==> config.mk <==
export PLATFORM = sky130hd
export DESIGN_NAME = four_bit_restoring_divider
export DESIGN_NICKNAME = d
export VERILOG_FILES = /design/src/rtl/div_pkg.sv /design/src/rtl/div_add_sub_stage.sv /design/src/rtl/four_bit_restoring_divider.sv
export SDC_FILE = /design/constraint.sdc
export NUM_CORES = 1
export LEC_CHECK = 0
export BUFFER_PORTS_ARGS = -buffer_cell sky130_fd_sc_hd__buf_2
export CAP_MARGIN = 40
export CORE_AREA = 2 2 64 66
export DETAILED_ROUTE_END_ITERATION = 10
export DIE_AREA = 0 0 66 68
export PLACE_DENSITY = 0.73
export SLEW_MARGIN = 20
export SYNTH_ARGS = -nofsm -noshare
export SYNTH_HDL_FRONTEND = slang
export SYNTH_HIERARCHICAL = 1
export SYNTH_SLANG_ARGS = --single-unit
export TNS_END_PERCENT = 30
==> constraint.sdc <==
create_clock -name clk -period 2.9 [get_ports clk]
set_input_delay 0.29 -clock clk [delete_from_list [all_inputs] [get_ports clk]]
set_output_delay 0.29 -clock clk [all_outputs]
set_load 0.05 [all_outputs]
==> src/rtl/div_pkg.sv <==
// div_pkg: shared state encodings, default width and counter sizing for the restoring divider
package div_pkg;
  localparam logic [1:0] IDLE = 2'd0;
  localparam logic [1:0] RUN = 2'd1;
  localparam logic [1:0] DONE = 2'd2;
  localparam int DEF_WIDTH = 4;
  function automatic int cnt_width(input int w);
    return $clog2(w + 1);
  endfunction
endpackage

==> src/rtl/div_add_sub_stage.sv <==
// div_add_sub_stage: W-bit add (m=0) or subtract (m=1) via inverted b and carry-in m
module div_add_sub_stage #(
  parameter int W = 5
) (
  input  logic [W-1:0] a,
  input  logic [W-1:0] b,
  input  logic         m,
  output logic [W-1:0] s
);
  assign s = a + (b ^ {W{m}}) + {{(W-1){1'b0}}, m};
endmodule

==> src/rtl/four_bit_restoring_divider.sv <==
// four_bit_restoring_divider: shift-subtract-restore divider, one quotient bit per clock; SIGNED_DIV_EN adds two's-complement operands
module four_bit_restoring_divider
  import div_pkg::*;
#(
  parameter int WIDTH = DEF_WIDTH
) (
  input  logic             clk,
  input  logic             rst,
  input  logic             start,
  input  logic [WIDTH-1:0] dividend,
  input  logic [WIDTH-1:0] divisor,
  output logic [WIDTH-1:0] quotient,
  output logic [WIDTH-1:0] remainder,
  output logic             div_by_zero,
  output logic             V,
  output logic             busy,
  output logic             done
);
  localparam int CNT_W = cnt_width(WIDTH);
  logic [1:0] state;
  logic [WIDTH-1:0] a, q, m, a_next, q_next, rest, dd_mag, dv_mag, q_fin, r_fin;
  logic [WIDTH:0] sh, diff;
  logic [CNT_W-1:0] cnt;
  logic accept, last, zero_div;
  assign accept = state == IDLE && start;
  assign last = state == RUN && cnt == CNT_W'(1);
  assign zero_div = divisor == '0;
  assign sh = {a, q[WIDTH-1]};
  div_add_sub_stage #(.W(WIDTH + 1)) u_sub (
    .a(sh),
    .b({1'b0, m}),
    .m(1'b1),
    .s(diff)
  );
  // The partial remainder always fits in WIDTH bits, so restore needs no sign bit
  div_add_sub_stage #(.W(WIDTH)) u_restore (
    .a(diff[WIDTH-1:0]),
    .b(m),
    .m(1'b0),
    .s(rest)
  );
  assign a_next = diff[WIDTH] ? rest : diff[WIDTH-1:0];
  assign q_next = {q[WIDTH-2:0], ~diff[WIDTH]};
  assign busy = state != IDLE;
  assign done = state == DONE;
`ifdef SIGNED_DIV_EN
  logic neg_q, neg_r, ovf;
  assign dd_mag = dividend[WIDTH-1] ? -dividend : dividend;
  assign dv_mag = divisor[WIDTH-1] ? -divisor : divisor;
  assign q_fin = neg_q ? -q_next : q_next;
  assign r_fin = neg_r ? -a_next : a_next;
  // Capture result signs and the most-negative/-1 overflow at load; publish V with the result
  always_ff @(posedge clk)
    if (rst) begin
      neg_q <= 1'b0;
      neg_r <= 1'b0;
      ovf <= 1'b0;
      V <= 1'b0;
    end else if (accept) begin
      neg_q <= dividend[WIDTH-1] ^ divisor[WIDTH-1];
      neg_r <= dividend[WIDTH-1];
      ovf <= dividend == {1'b1, {(WIDTH-1){1'b0}}} && &divisor;
      V <= 1'b0;
    end else if (last) V <= ovf;
`else
  assign dd_mag = dividend;
  assign dv_mag = divisor;
  assign q_fin = q_next;
  assign r_fin = a_next;
  assign V = 1'b0;
`endif
  // FSM, iteration datapath and result registers
  always_ff @(posedge clk)
    if (rst) begin
      state <= IDLE;
      a <= '0;
      q <= '0;
      m <= '0;
      cnt <= '0;
      quotient <= '0;
      remainder <= '0;
      div_by_zero <= 1'b0;
    end else if (accept) begin
      state <= zero_div ? DONE : RUN;
      a <= '0;
      q <= dd_mag;
      m <= dv_mag;
      cnt <= CNT_W'(WIDTH);
      quotient <= zero_div ? {WIDTH{1'b1}} : '0;
      remainder <= zero_div ? dividend : '0;
      div_by_zero <= zero_div;
    end else if (state == RUN) begin
      a <= a_next;
      q <= q_next;
      cnt <= cnt - CNT_W'(1);
      if (last) begin
        state <= DONE;
        quotient <= q_fin;
        remainder <= r_fin;
      end
    end else state <= IDLE;
endmodule

## After elaboration in Yosys (flattened, before gate mapping)

Index checks and enable logic that the tools add are counted.
Widths: inputs -> output; s select.

| operators by class | value |
|---|---|
| add/subtract/negate cells | 4 |
| eq/ne operators | 4 |
| mux-type cells | 17 |
| bitwise operators | 2 |
| reduce and logical (&&, ||, !) cells | 9 |

Operator list:

| kind | count |
|---|---|
| $mux 4 | 11 |
| $mux 2 | 4 |
| $mux 3 | 2 |
| $reduce_bool 2->1 | 3 |
| $add 5x1->5 const B | 1 |
| $add 5x5->5 | 1 |
| $not 4->5 | 1 |
| $add 4x4->4 | 1 |
| $logic_not 4->1 | 1 |
| $eq 3x1->1 const B | 1 |
| $ne 3x3->1 const B | 1 |
| $sub 3x1->3 const B | 1 |
| $eq 2x1->1 const B | 1 |
| $eq 2x2->1 const B | 1 |
| $logic_and 1x1->1 | 2 |
| $logic_not 2->1 | 1 |
| $reduce_and 2->1 | 1 |
| $reduce_or 2->1 | 1 |
| $not 1->1 | 1 |

| storage, ports and cells | value |
|---|---|
| bits in registers | 26 |
| bits of input ports | 11 |
| output and inout port bits | 12 |

## Longest topological paths before layout

| depth | value |
|---|---|
| word-level depth | 8 |
| mapped depth | 12 |

## Hierarchy

The synthesis kept the hierarchy.

By module, submodules not included:

| module | instances | cells each | area an instance (um^2) | seq. area each (um^2) |
|---|---|---|---|---|
| four_bit_restoring_divider | 1 | 132 | 1,237.4 | 520.5 |
| div_add_sub_stage (u_sub) | 1 | 22 | 231.5 | 0.0 |
| div_add_sub_stage (u_restore) | 1 | 13 | 150.1 | 0.0 |

## Worst setup path before layout

OpenSTA, ideal clock, no wires.

| path | value |
|---|---|
| path kind | register to register |
| start | reg m[0] |
| end | reg remainder[3] |
| data arrival time | 2.568 ns |
| data required time | 2.760 ns |
| path slack | 0.192 ns |
| cell stages (with the launch flop) | 11 |
| path buffers | 0 |
| clock period less this slack | 2.708 ns |
| path through | dfxtp_1 mux2_4 fa_1 xor2_1 ha_1 a21o_1 a31oi_4 xnor2_1 mux2_2 mux2i_1 o32ai_1 |

| on the way | value |
|---|---|
| cells in the longest elaborated chain, start to end | 8 |

RTL lines:

| item | line | RTL |
|---|---|---|
| start: declaration | four_bit_restoring_divider.sv:21 | `logic [WIDTH-1:0] a, q, m, a_next, q_next, rest, dd_mag, dv_mag, q_fin, r_fin;` |
| start signal: assignment | four_bit_restoring_divider.sv:87 | `m <= dv_mag;` |
| $not 4->5 (no source line) | -- |  |
| $add 5x5->5 | div_add_sub_stage.sv:10 | `assign s = a + (b ^ {W{m}}) + {{(W-1){1'b0}}, m};` |
| $add 5x1->5 | div_add_sub_stage.sv:10 |  |
| via diff[2] | four_bit_restoring_divider.sv:22 | `logic [WIDTH:0] sh, diff;` |
| $add 4x4->4 | div_add_sub_stage.sv:10 |  |
| via rest[3] | four_bit_restoring_divider.sv:21 |  |
| $mux 4 | four_bit_restoring_divider.sv:42 | `assign a_next = diff[WIDTH] ? rest : diff[WIDTH-1:0];` |
| $mux 4 | four_bit_restoring_divider.sv:96 | `if (last) begin` |
| $mux 4 | four_bit_restoring_divider.sv:92 | `end else if (state == RUN) begin` |
| $mux 4 | four_bit_restoring_divider.sv:83 | `end else if (accept) begin` |
| end signal: assignment | four_bit_restoring_divider.sv:90 | `remainder <= zero_div ? dividend : '0;` |
| end signal: assignment | four_bit_restoring_divider.sv:99 | `remainder <= r_fin;` |
| end: declaration | four_bit_restoring_divider.sv:13 | `output logic [WIDTH-1:0] remainder,` |

The timed path passes the listed nets, and every way through them passes these cells. The select of a mux whose other input is x is not followed.
A chain may end at the register's enable or synchronous reset.

## Worst setup path after layout

Ends and elaborated chain as after synthesis.

==> qor_table.md <==
| Stage | Parameter | Reported |
|:---|:---|:---|
| timing | Period minus WS final | 2.73 ns |
| placed design | Inst Count DP | 235 |
| critical path | Endpoint arrival time on the critical path | 2.87 ns |
| detailed routing | Average wire length per cell after detail routing | 12.9 µm |
| detailed routing | Number of violations reported at the end of detailed-routing iteration 0 | 72 |
| global route | Aggregate global routing overflow | 0 |
| timing | Min setup slack post-route | 0.174 ns |
| timing | Total setup violations reported at the end of the flow | 0 |
| critical path | CP top delay family | multiplexers |
| worst hold path | Kind of path behind the tightest hold check | in2reg |
| critical path | Setup slack, reg-to-reg | 0.17 ns |
| logic synthesis | Gate count of the mapped netlist | 167 |
| clock network | TritonCTS Buffers | 3 |
| logic synthesis | XOR/XNOR share of the synthesized area | 9.20% |
| timing | Max Freq | 0.367 GHz |
| clock network | Hold-fix buffer count after cts | 0 |
| global route | Vias in the first global route | 1084 |
| detailed routing | 1st-pass router iterations | 4 |
| detailed routing | Routed vias | 1193 |
| logic synthesis | Simple-Gate Fraction of Synth Area | 17.6% |
| placed design | Post-Place Setup Slack | 0.120 ns |
| timing | Relative slew margins | 60.6% |
| logic synthesis | Part of the Yosys area used for sequential elements | 32.1% |
| die | Die outline area | 4490 µm² |
| finish | Post-Route Utilization | 47.8% |
| timing | Final-layout setup total negative slack | 0 ns |
| logic synthesis | Synthesis warning total | 6 |
| global route | Largest net degree at the start of global routing | 22 |
| worst hold path | Hold Path Stages | 3 |
| logic synthesis | Multiplexer area fraction after synthesis | 7.73% |
| clock network | Clock Sink Count | 26 |
| critical path | Required time reported for the critical path endpoint | 3.05 ns |
| detailed routing | Number of remaining DRC errors | 0 |
| finish | Antenna diode count | 0 |
| global route | Initial antenna violation count | 0 |
| logic synthesis | Post-synthesis share of cell area spent on full adders, half adders and majority gates | 7.88% |
| clock network | Later-pin clock latency in the skew report | 0.27 ns |
| worst hold path | Worst-case hold path end point | m[2] |
| logic synthesis | Synth cell types | 43 |
| die | Starting density of the core | 42.0% |
| logic synthesis | Average size of a mapped cell | 9.69 µm² |
| timing | Slew at the pin closest to its max-slew limit | 0.590 ns |
| logic synthesis | Largest family of logic cells by synthesized area | compound AO/OA/AOI/OAI gates |
| placed design | Detailed-placement wirelength estimate | 2300 µm |
| critical path | WP depth | 10 |
| die | Die X-Extent | 66 µm |
| clock network | TritonCTS clock tree | done |
| run | Max Cap Viol | 0 |
| timing | RSZ-0062 raised after global routing | no |
| timing | Final-report hold violation count | 0 |
| finish | Count of nets after finishing | 210 |
| critical path | Highest net fanout along the worst path | 3 |
| global route | Total global routing track utilization | 14.6% |
| finish | Most common cell after layout, fill and taps aside | sky130_fd_sc_hd__dfxtp_1 |
| logic synthesis | Synth Area in Compound Gates | 18.9% |
| critical path | Slowest Stage Delay on Critical Path | 0.43 ns |
| placed design | Port Buf Inserts | 21 |
| power | IR drop worst, VDD | 0.361 mV |
| critical path | Depth of the worst register-to-register path | 10 |
| critical path | Combined buffer and inverter count along the critical path | 0 |
| timing | Count of pins over their slew limit | 0 |
| timing | Final critical-path share of the clock period | 94.0% |
| timing | Clock skew | 0.00160 ns |
| finish | Layout cells sized above 1 | 27.0% |
| detailed routing | Detailed-route wire length | 3090 µm |
| critical path | Category of the most critical setup path | reg2reg |
| finish | Area overhead of the layout relative to synthesis | 13.8% |
| detailed routing | DRT antenna net count | 0 |
| finish | Commonest cells after routing, fill and taps aside | 25 x sky130_fd_sc_hd__dfxtp_1, 21 x sky130_fd_sc_hd__buf_2, 20 x sky130_fd_sc_hd__nand2_1, 11 x sky130_fd_sc_hd__a21oi_1 |
| clock network | Depth of the CTS H-tree | 1 |
| timing | Hold Worst Slack | 0.275 ns |
| critical path | Crit-path cells | mux2_4 -> fa_1 -> xor2_2 -> ha_4 -> a21o_1 -> a31oi_4 -> xnor2_1 -> mux2_2 -> mux2i_1 -> o32ai_1 |
| clock network | Buffer levels on the longest clock path | 2 |
| die | Io pins | 23 |
| worst hold path | Min-Delay Startpoint | divisor[2] |
| die | Standard-cell rows | 23 |
| die | Core box area | 3860 µm² |
| power | Power Density | 653 nW/µm² |
| power | Leak Pwr | 0.746 nW |
| run status | Outcome | complete, no violations |
| placed design | GPL Wtd Cong | 0.806 |
| logic synthesis | Netlist area before placement | 1620 µm² |
| critical path | Reg2Reg Capture Point | remainder[3] |
| critical path | Critical-path top delay cell | sky130_fd_sc_hd__fa_1 |
| die | Height of the chip | 68 µm |
| logic synthesis | Total of flip-flops plus latches after synthesis | 26 |
| clock network | Clk Tree Root Cell | sky130_fd_sc_hd__clkbuf_8 |
| critical path | Type of origin of the critical path | flop |
| critical path | Critical Path Sink Type | flop |
| detailed routing | Drt via density | 4.99 |
| global route | Wire length of the first global-routing pass | 5070 µm |
| finish | Final std cells w/o fill | 239 |
| critical path | Reg-to-Reg Start | m[0] |
| clock network | Clock-pin transition on the worst setup and hold timing paths | 0.09 ns |
-- per-stage QoR --
stage	power (mW)	area, µm²
floorplan	0.822	1640
detailed placement	0.896	1750
CTS	1.20	1820
global route	1.27	1840
finish	1.20	1840
global placement	0.888	1750
-- how the worst max path moves through the flow --
stage	start	end
global placement	m[0]	remainder[3]
finish	m[0]	remainder[3]
floorplan	m[0]	remainder[3]
CTS	m[0]	remainder[3]
global route	m[2]	remainder[3]
detailed placement	m[0]	remainder[3]
-- repair_timing --
item                                   4_1_cts  5_1_grt
buffers inserted                             0        0
setup endpoints to repair                    0        1
resized for setup                            0        3
endpoints found under the hold margin        0        0
-- area by class of cell --
| type | count | area [µm²] |
|---|---|---|
| timing repair buffer | 24 | 128 |
| multi-input combinational | 130 | 1040 |
| sequential | 26 | 522 |
| inverter | 5 | 18.8 |
| clock inverter | 1 | 30.0 |
| fill | 378 | 2010 |
| tap | 50 | 62.6 |
| clock buffer | 3 | 41.3 |
-- Yosys cell counts (all sizes together) --
| cell type | instances | area, µm² |
|---|---|---|
| buf | 9 | 71.3 |
| a311oi | 7 | 105 |
| o32ai | 1 | 8.76 |
| a21o | 2 | 15.0 |
| nor4 | 1 | 21.3 |
| ha | 7 | 87.6 |
| nand3b | 1 | 7.51 |
| mux2i | 5 | 50.1 |
| nor3b | 2 | 20.0 |
| a311o | 1 | 10.0 |
| nand3 | 3 | 15.0 |
| inv | 5 | 18.8 |
| mux2 | 6 | 75.1 |
| o21bai | 1 | 7.51 |
| a2bb2oi | 1 | 8.76 |
| nor2b | 2 | 12.5 |
| a22oi | 4 | 30.0 |
| or2 | 2 | 12.5 |
| a221o | 1 | 10.0 |
| dfxtp | 26 | 521 |
| clkbuf | 2 | 7.51 |
| nor3 | 8 | 40.0 |
| nor2 | 9 | 33.8 |
| a211oi | 1 | 7.51 |
| nor4bb | 1 | 10.0 |
| xnor2 | 7 | 61.3 |
| xor2 | 10 | 87.6 |
| a2111oi | 1 | 27.5 |
| or3b | 1 | 8.76 |
| a31oi | 1 | 21.3 |
| nand2 | 21 | 81.3 |
| and2b | 1 | 7.51 |
| nand2b | 2 | 15.0 |
| conb | 2 | 7.51 |
| fa | 2 | 40.0 |
| a21oi | 11 | 55.1 |
-- layer usage --
| layer | global-route usage, % | wire length, µm | up-vias |
|---|---|---|---|
| met2 | 23.9 | 1410 | 20 |
| li1 | - | - | 619 |
| met3 | 4.11 | 122 | 0 |
| met5 | 0 | 0 | - |
| met1 | 19.9 | 1560 | 554 |
| met4 | 1.53 | 0 | 0 |
-- state kept, by name, summed over array words and instances (netlist names) --
| register | flops |
|---|---|
| cnt | 3 |
| q | 4 |
| a | 4 |
| div_by_zero | 1 |
| quotient | 4 |
| state | 2 |
| m | 4 |
| remainder | 4 |
-- power by group --
part | internal [mW] | switching, mW | total (mW) | leakage, nW
clock | 0.185 | 0.115 | 0.300 | 0.0357
combinational | 0.207 | 0.276 | 0.483 | 0.496
sequential | 0.392 | 0.0267 | 0.419 | 0.214
total | 0.785 | 0.418 | 1.20 | 0.746
-- cells by family (layout without fill, tap and decap cells) --
family | Yosys count | after routing
AO/OA/AOI/OAI | 32 | 32
XOR/XNOR | 17 | 17
adder cells (fa/ha/maj) | 9 | 9
buffers and inverters | 16 | 33
flip-flops | 26 | 26
multiplexers | 11 | 11
other | 2 | 7
AND/OR/NAND/NOR | 54 | 54
-- worst reg2reg max path, cell delays in order (launching register included) --
cell	delay, ns
sky130_fd_sc_hd__dfxtp_1	0.37
sky130_fd_sc_hd__mux2_4	0.34
sky130_fd_sc_hd__fa_1	0.43
sky130_fd_sc_hd__xor2_2	0.25
sky130_fd_sc_hd__ha_4	0.25
sky130_fd_sc_hd__a21o_1	0.18
sky130_fd_sc_hd__a31oi_4	0.16
sky130_fd_sc_hd__xnor2_1	0.09
sky130_fd_sc_hd__mux2_2	0.27
sky130_fd_sc_hd__mux2i_1	0.15
sky130_fd_sc_hd__o32ai_1	0.09
(Power assumes the default switching activity.)
